`src/rtl/uart_rx_16x.sv`:
```
// 16x-oversampling UART receiver: 7 data bits, even parity, 1 stop bit.
// Each bit is the majority of three mid-bit samples; the completed frame sits in a valid/ready holding register.
module uart_rx_16x #(
  parameter int TICK_DIV = 33
) (
  input  logic       clk,
  input  logic       rst,
  input  logic       rx_in,
  output logic [6:0] rx_data,
  output logic       rx_valid,
  input  logic       rx_ready,
  output logic       parity_err,
  output logic       frame_err,
  output logic       overrun,
  output logic       busy,
  output logic [2:0] state_dbg
);

  localparam int DW = (TICK_DIV > 2) ? $clog2(TICK_DIV) : 1;

  typedef enum logic [2:0] {IDLE, START, DATA, PARITY, STOP} state_t;

  state_t        state_q, state_d;
  logic          sync1_q, sync2_q, prev_q;
  logic [DW-1:0] div_q, div_d;
  logic [3:0]    samp_q, samp_d;
  logic          s7_q, s7_d, s8_q, s8_d;
  logic [2:0]    bit_idx_q, bit_idx_d;
  logic [6:0]    shift_q, shift_d;
  logic          par_q, par_d;
  logic [6:0]    data_q, data_d;
  logic          valid_q, valid_d;
  logic          perr_q, perr_d;
  logic          ferr_q, ferr_d;
  logic          ovr_q, ovr_d;

  logic tick, decide, last, bit_val, done, free;

  always_ff @(posedge clk or posedge rst) begin
    if (rst) begin
      state_q   <= IDLE;
      sync1_q   <= 1'b1;
      sync2_q   <= 1'b1;
      prev_q    <= 1'b1;
      div_q     <= '0;
      samp_q    <= '0;
      s7_q      <= 1'b0;
      s8_q      <= 1'b0;
      bit_idx_q <= '0;
      shift_q   <= '0;
      par_q     <= 1'b0;
      data_q    <= '0;
      valid_q   <= 1'b0;
      perr_q    <= 1'b0;
      ferr_q    <= 1'b0;
      ovr_q     <= 1'b0;
    end else begin
      state_q   <= state_d;
      sync1_q   <= rx_in;
      sync2_q   <= sync1_q;
      prev_q    <= sync2_q;
      div_q     <= div_d;
      samp_q    <= samp_d;
      s7_q      <= s7_d;
      s8_q      <= s8_d;
      bit_idx_q <= bit_idx_d;
      shift_q   <= shift_d;
      par_q     <= par_d;
      data_q    <= data_d;
      valid_q   <= valid_d;
      perr_q    <= perr_d;
      ferr_q    <= ferr_d;
      ovr_q     <= ovr_d;
    end
  end

  always_comb begin
    state_d   = state_q;
    div_d     = div_q;
    samp_d    = samp_q;
    s7_d      = s7_q;
    s8_d      = s8_q;
    bit_idx_d = bit_idx_q;
    shift_d   = shift_q;
    par_d     = par_q;
    data_d    = data_q;
    valid_d   = valid_q;
    perr_d    = perr_q;
    ferr_d    = ferr_q;
    ovr_d     = 1'b0;
    done      = 1'b0;

    tick    = (div_q == DW'(TICK_DIV - 1));
    decide  = tick && (samp_q == 4'd9);
    last    = tick && (samp_q == 4'd15);
    // Samples at counts 7 and 8 are stored; the count-9 sample is the live line.
    bit_val = (s7_q & s8_q) | (s7_q & sync2_q) | (s8_q & sync2_q);
    free    = !valid_q || rx_ready;

    if (state_q == IDLE) begin
      div_d     = '0;
      samp_d    = '0;
      bit_idx_d = '0;
      if (prev_q && !sync2_q) state_d = START;
    end else begin
      div_d = tick ? '0 : div_q + DW'(1);
      if (tick) samp_d = samp_q + 4'd1;
      if (tick && samp_q == 4'd7) s7_d = sync2_q;
      if (tick && samp_q == 4'd8) s8_d = sync2_q;
    end

    case (state_q)
      START: begin
        if (decide && bit_val) state_d = IDLE;
        else if (last)         state_d = DATA;
      end
      DATA: begin
        if (decide) shift_d = {bit_val, shift_q[6:1]};
        if (last) begin
          if (bit_idx_q == 3'd6) state_d = PARITY;
          bit_idx_d = bit_idx_q + 3'd1;
        end
      end
      PARITY: begin
        if (decide) par_d = bit_val;
        if (last)   state_d = STOP;
      end
      STOP: begin
        if (decide) begin
          done    = 1'b1;
          state_d = IDLE;
        end
      end
      default: ;
    endcase

    if (done && free) begin
      data_d  = shift_q;
      perr_d  = ^{shift_q, par_q};
      ferr_d  = !bit_val;
      valid_d = 1'b1;
    end else if (done) begin
      ovr_d = 1'b1;
    end else if (valid_q && rx_ready) begin
      valid_d = 1'b0;
    end
  end

  assign rx_data    = data_q;
  assign rx_valid   = valid_q;
  assign parity_err = perr_q;
  assign frame_err  = ferr_q;
  assign overrun    = ovr_q;
  assign busy       = (state_q != IDLE);
  assign state_dbg  = state_q;

endmodule

```
`config.mk`:
```
export PLATFORM = sky130hd
export DESIGN_NAME = uart_rx_16x
export DESIGN_NICKNAME = d
export VERILOG_FILES = /design/src/rtl/uart_rx_16x.sv
export SDC_FILE = /design/constraint.sdc
export NUM_CORES = 1
export LEC_CHECK = 0
export ABC_AREA = 1
export CAP_MARGIN = 0
export CELL_PAD_IN_SITES_DETAIL_PLACEMENT = 1
export CELL_PAD_IN_SITES_GLOBAL_PLACEMENT = 2
export CORE_ASPECT_RATIO = 0.6
export CORE_MARGIN = 5
export CORE_UTILIZATION = 38
export CTS_CLUSTER_SIZE = 20
export DETAILED_ROUTE_END_ITERATION = 6
export PLACE_DENSITY = 0.88
export SYNTH_ARGS = -nofsm -noshare
export SYNTH_HDL_FRONTEND = slang
export SYNTH_SLANG_ARGS = --single-unit
```
`constraint.sdc`:
```
create_clock -name clk -period 4.7 [get_ports clk]
set_clock_uncertainty 0.1 [all_clocks]
set_input_delay 1.175 -clock clk [delete_from_list [all_inputs] [get_ports clk]]
set_output_delay 1.175 -clock clk [all_outputs]
set_load 0.05 [all_outputs]
```
# After elaboration in Yosys (flattened, before gate mapping)
# Cells that the tools add are included.
[totals] register_bits=40 input_bits=4 out_inout_bits=15 word_cells=81
[op_classes] add_sub_neg=3 n_eq_ne=11 n_mux=23 n_bitwise=6 reduce_logical=22
[ops] cell="$mux 3" n=11
[ops] cell="$eq 4x4->1 const B" n=3
[ops] cell="$mux 6" n=2
[ops] cell="$pmux 3 s4" n=1
[ops] cell="$reduce_and 2->1" n=5
[ops] cell="$logic_and 1x1->1" n=8
[ops] cell="$mux 4" n=2
[ops] cell="$reduce_xor 8->1" n=1
[ops] cell="$mux 1" n=7
[ops] cell="$add 6x1->6 const B" n=1
[ops] cell="$eq 3x2->1 const B" n=2
[ops] cell="$eq 3x3->1 const B" n=2
[ops] cell="$eq 6x6->1 const B" n=1
[ops] cell="$add 4x1->4 const B" n=1
[ops] cell="$eq 4x3->1 const B" n=1
[ops] cell="$reduce_bool 2->1" n=2
[ops] cell="$add 3x1->3 const B" n=1
[ops] cell="$and 1x1->1" n=3
[ops] cell="$eq 3x1->1 const B" n=1
[ops] cell="$logic_not 1->1" n=3
[ops] cell="$logic_not 3->1" n=1
[ops] cell="$reduce_bool 3->1" n=1
[ops] cell="$ne 2x1->1 const B" n=1
[ops] cell="$or 1x1->1" n=2
[ops] cell="2 further kinds" n=2

# Longest topological paths before layout
[logic_depth] ltp_word=7 depth_mapped=11 mapped_depth_nobuf=9

# Least setup slack after synthesis
# OpenSTA, ideal clock, no wires.
[synth_path] path_type="flip-flop to output port" start="register state_q[1], in the netlist state_dbg[1]" end="output port busy" arrival_ns=1.198 required_time_ns=3.425 path_slack_ns=2.227 stages_incl_launch_ff=4 n_path_buf=1 path_cell_list="dfrtp_1 > nor2_1 > nand2_1 > buf_4"
[synth_between] elab_chain_len=1
[synth_lines] element="start, declared" line="23" source="state_t state_q, state_d;"
[synth_lines] element="start signal, assigned" line="58" source="state_q <= state_d;"
[synth_lines] element="$reduce_bool 3->1" line="154" source="assign busy = (state_q != IDLE);"
[synth_lines] element="end, declared" line="15" source="output logic busy,"
# No other way between the ends.

# Worst setup path in the final report
# Ends and elaborated chain as after synthesis.

==> metrics <==
WL met1=2370 um; Setup CP Type=reg2out; Cell Chain, Critical Path=nor2_1, nand2_1, clkdlybuf4s50_1; Worst EP arrival=2.08 ns; GRT Total Usage=13.6%; DR vias/cell=4.71; layout cell share with drive strength beyond 1=16.1%; DRT iter0 DRCs=38; # port buffers=18; Longest Clk Path Bufs=2; Worst Path Max Fanout=12; initial antenna violation count=0; HPWL after DPL=3290 um; Syn Nets=237; CTS tree=done; Post-route DRC=0; global-route wire length before repair=7440 um; Num CTS Buffers=5; sw frac=29.0%; cell internal pwr=625 uW; Post-Syn Instances=226; Yosys reg bits=40; Hold Buf Count CTS=0; Syn Area/Cell=8.94 um^2; Combinational Power Share=17.9%; # IOs=19; post-cts sizing count=0; leak pwr=0.00115 uW; # rows=20; antenna cells=0; CTS sink cnt=40; post-route ant nets=0; largest net degree at the start of global routing=23; Rel. slew slack=50.7%; worst r2r path cells=9; max_cap viols=0; Critical Path Slowest Stage Cell=clkdlybuf4s50_1; area grow syn2layout=17.6%; status=completed; Worst path max stage delay=0.88 ns; core area=5100 um^2; WL final=4250 um; actual slew at the worst max-slew pin=0.739 ns; Die Y=66.5 um; startpoint types=register; Unique masters post-synth=27; crit end category=output pin; max-slew violations=0; Final Hold Viols=0; dpl cells=307; Net Switching=255 uW; Final Instance Count excl. Fillers=315; full die area=6920 um^2; RePlAce Congestion=0.777; vias in the first global route=1545; final setup TNS=0 ns; DR vias=1485; multi-input logic area=825 um^2; Synth top area share=45.8%; Seq pwr share=46.9%; total gr overflow=0; Routed WL per cell=13.5 um; root buffer cell=clkbuf_8; Worst Path Buf+Inv=1; sequential area share after synthesis=49.7%; drt pass-1 iters=4; RSZ-0062 raised after global routing=false; Reg area=1000 um^2; nets=259; starting density of the core=39.6%; Largest delay share family, worst path=buffers and inverters; leading area contributor after synthesis=dfrtp_1; Clock Latency Late Sink=0.30 ns; Pwr Density=370 nW/um^2; final period utilization=71.4%; top post-synthesis cells by area=dfrtp_1 46%, nand2_1 8.9%, inv_1 6.7%, o21ai_2 6.1%, ha_1 4.3%; CTS HTree Levels=2; required time worst endpoint=3.42 ns; DR WL met3=141 um; Setup violations, final=0; met2 WL=1670 um; Worst Hold Path Cells=0; Netlist Area Pre-Place=2020 um^2; maximum clock rate=0.298 GHz; Die Wd=104 um; WP depth=3; Yosys Warn Count=0; Max VDD drop=0.000153 V; # Post-CTS Setup Buffers=0; HP Class=reg2reg; Clock power frac=35.2%; CTS clock-pin slew for the worst setup and hold paths=0.08 ns; Top Layer Used=met4; Filler cells=633; fin crit period=3.36 ns
-- sequential cells by signal (all words and copies together) (netlist names), 3 cells and up --
register   count
bit_idx_q      3
div_q          6
rx_data        7
samp_q         4
shift_q        7
state_dbg      3
-- path summary, 6_finish.rpt --
path / start / end / slack (ns)
worst max-delay path: state_dbg[1]$_DFF_PP0_ / busy / 1.34
worst max register to register: div_q[0]$_DFF_PP0_ / rx_data[4]$_DFFE_PP0P_ / 2.55
worst min-delay path: sync2_q$_DFF_PP1_ / prev_q$_DFF_PP1_ / 0.27
min in group asynchronous: rst / rx_data[1]$_DFFE_PP0P_ / 1.21
worst min register to register: sync2_q$_DFF_PP1_ / prev_q$_DFF_PP1_ / 0.27
max in group asynchronous: rst / prev_q$_DFF_PP1_ / 2.47
-- cell families after synthesis --
group,synth area share (%)
AND/OR/NAND/NOR,23.5
buffers and inverters,9.47
flip-flops,49.7
AO/OA/AOI/OAI,9.47
XOR/XNOR,3.47
adder cells (fa/ha/maj),4.33
-- routing by layer --
metal	vias to the layer above	GRT usage [%]
met5	-	0
met4	0	5.33
met3	5	3.87
met2	18	19.1
met1	711	19.7
li1	751	-
-- synth_stat cells --
master	instances
nand2_2	3
nor2_2	1
o21ai_2	14
nand2_4	2
xnor2_1	5
nor2_4	2
buf_4	1
nand4_1	4
and3_1	1
inv_1	36
buf_6	3
nand3_1	14
xor2_1	3
o21ai_1	1
nor2_1	16
a21oi_1	3
o221ai_1	1
dfrtp_1	37
ha_1	7
o21ai_0	8
nor3_1	6
nor3b_1	1
nor3_4	1
inv_2	4
nand3_2	1
nand2_1	48
dfstp_2	3
-- cell type report --
type,instances,area share [%]
Multi-Input combinational cell,142,34.7
Sequential cell,40,42.3
Timing Repair Buffer,19,7.90
Clock inverter,1,1.26
Tap cell,66,3.48
Clock buffer,7,4.05
Inverter,40,6.32
-- power groups by stage --
| stage | sequential [uW] | combinational, uW | clock, uW |
|---|---|---|---|
| after CTS | 413 | 161 | 320 |
| after floorplan | 427 | 105 | 0 |
| after detailed placement | 419 | 160 | 0 |
| after global placement | 418 | 156 | 0 |
| after global routing | 418 | 180 | 333 |
| final | 412 | 157 | 310 |
-- through the flow --
stage                     power [uW]  util (%)  worst slack, ns  hold slack, ns  cell area [um^2]
final                            879      46.5             1.34           0.271              2380
after global routing             931      46.5             1.20           0.280              2380
after CTS                        894      46.5             1.31           0.274              2380
after detailed placement         579      44.1             1.64           0.262              2250
after global placement           574      44.1             1.68           0.258              2250
after floorplan                  532         -             2.23           0.245              2020
-- layout by cell type (no fill, tap or decap), types with 6 or more instances in the layout --
| master | n |
|---|---|
| clkbuf_8 | 7 |
| clkdlybuf4s50_1 | 18 |
| dfrtp_1 | 37 |
| ha_1 | 7 |
| inv_1 | 36 |
| nand2_1 | 48 |
| nand3_1 | 14 |
| nor2_1 | 16 |
| nor3_1 | 6 |
| o21ai_0 | 8 |
| o21ai_2 | 14 |
(Power assumes the default switching activity.)
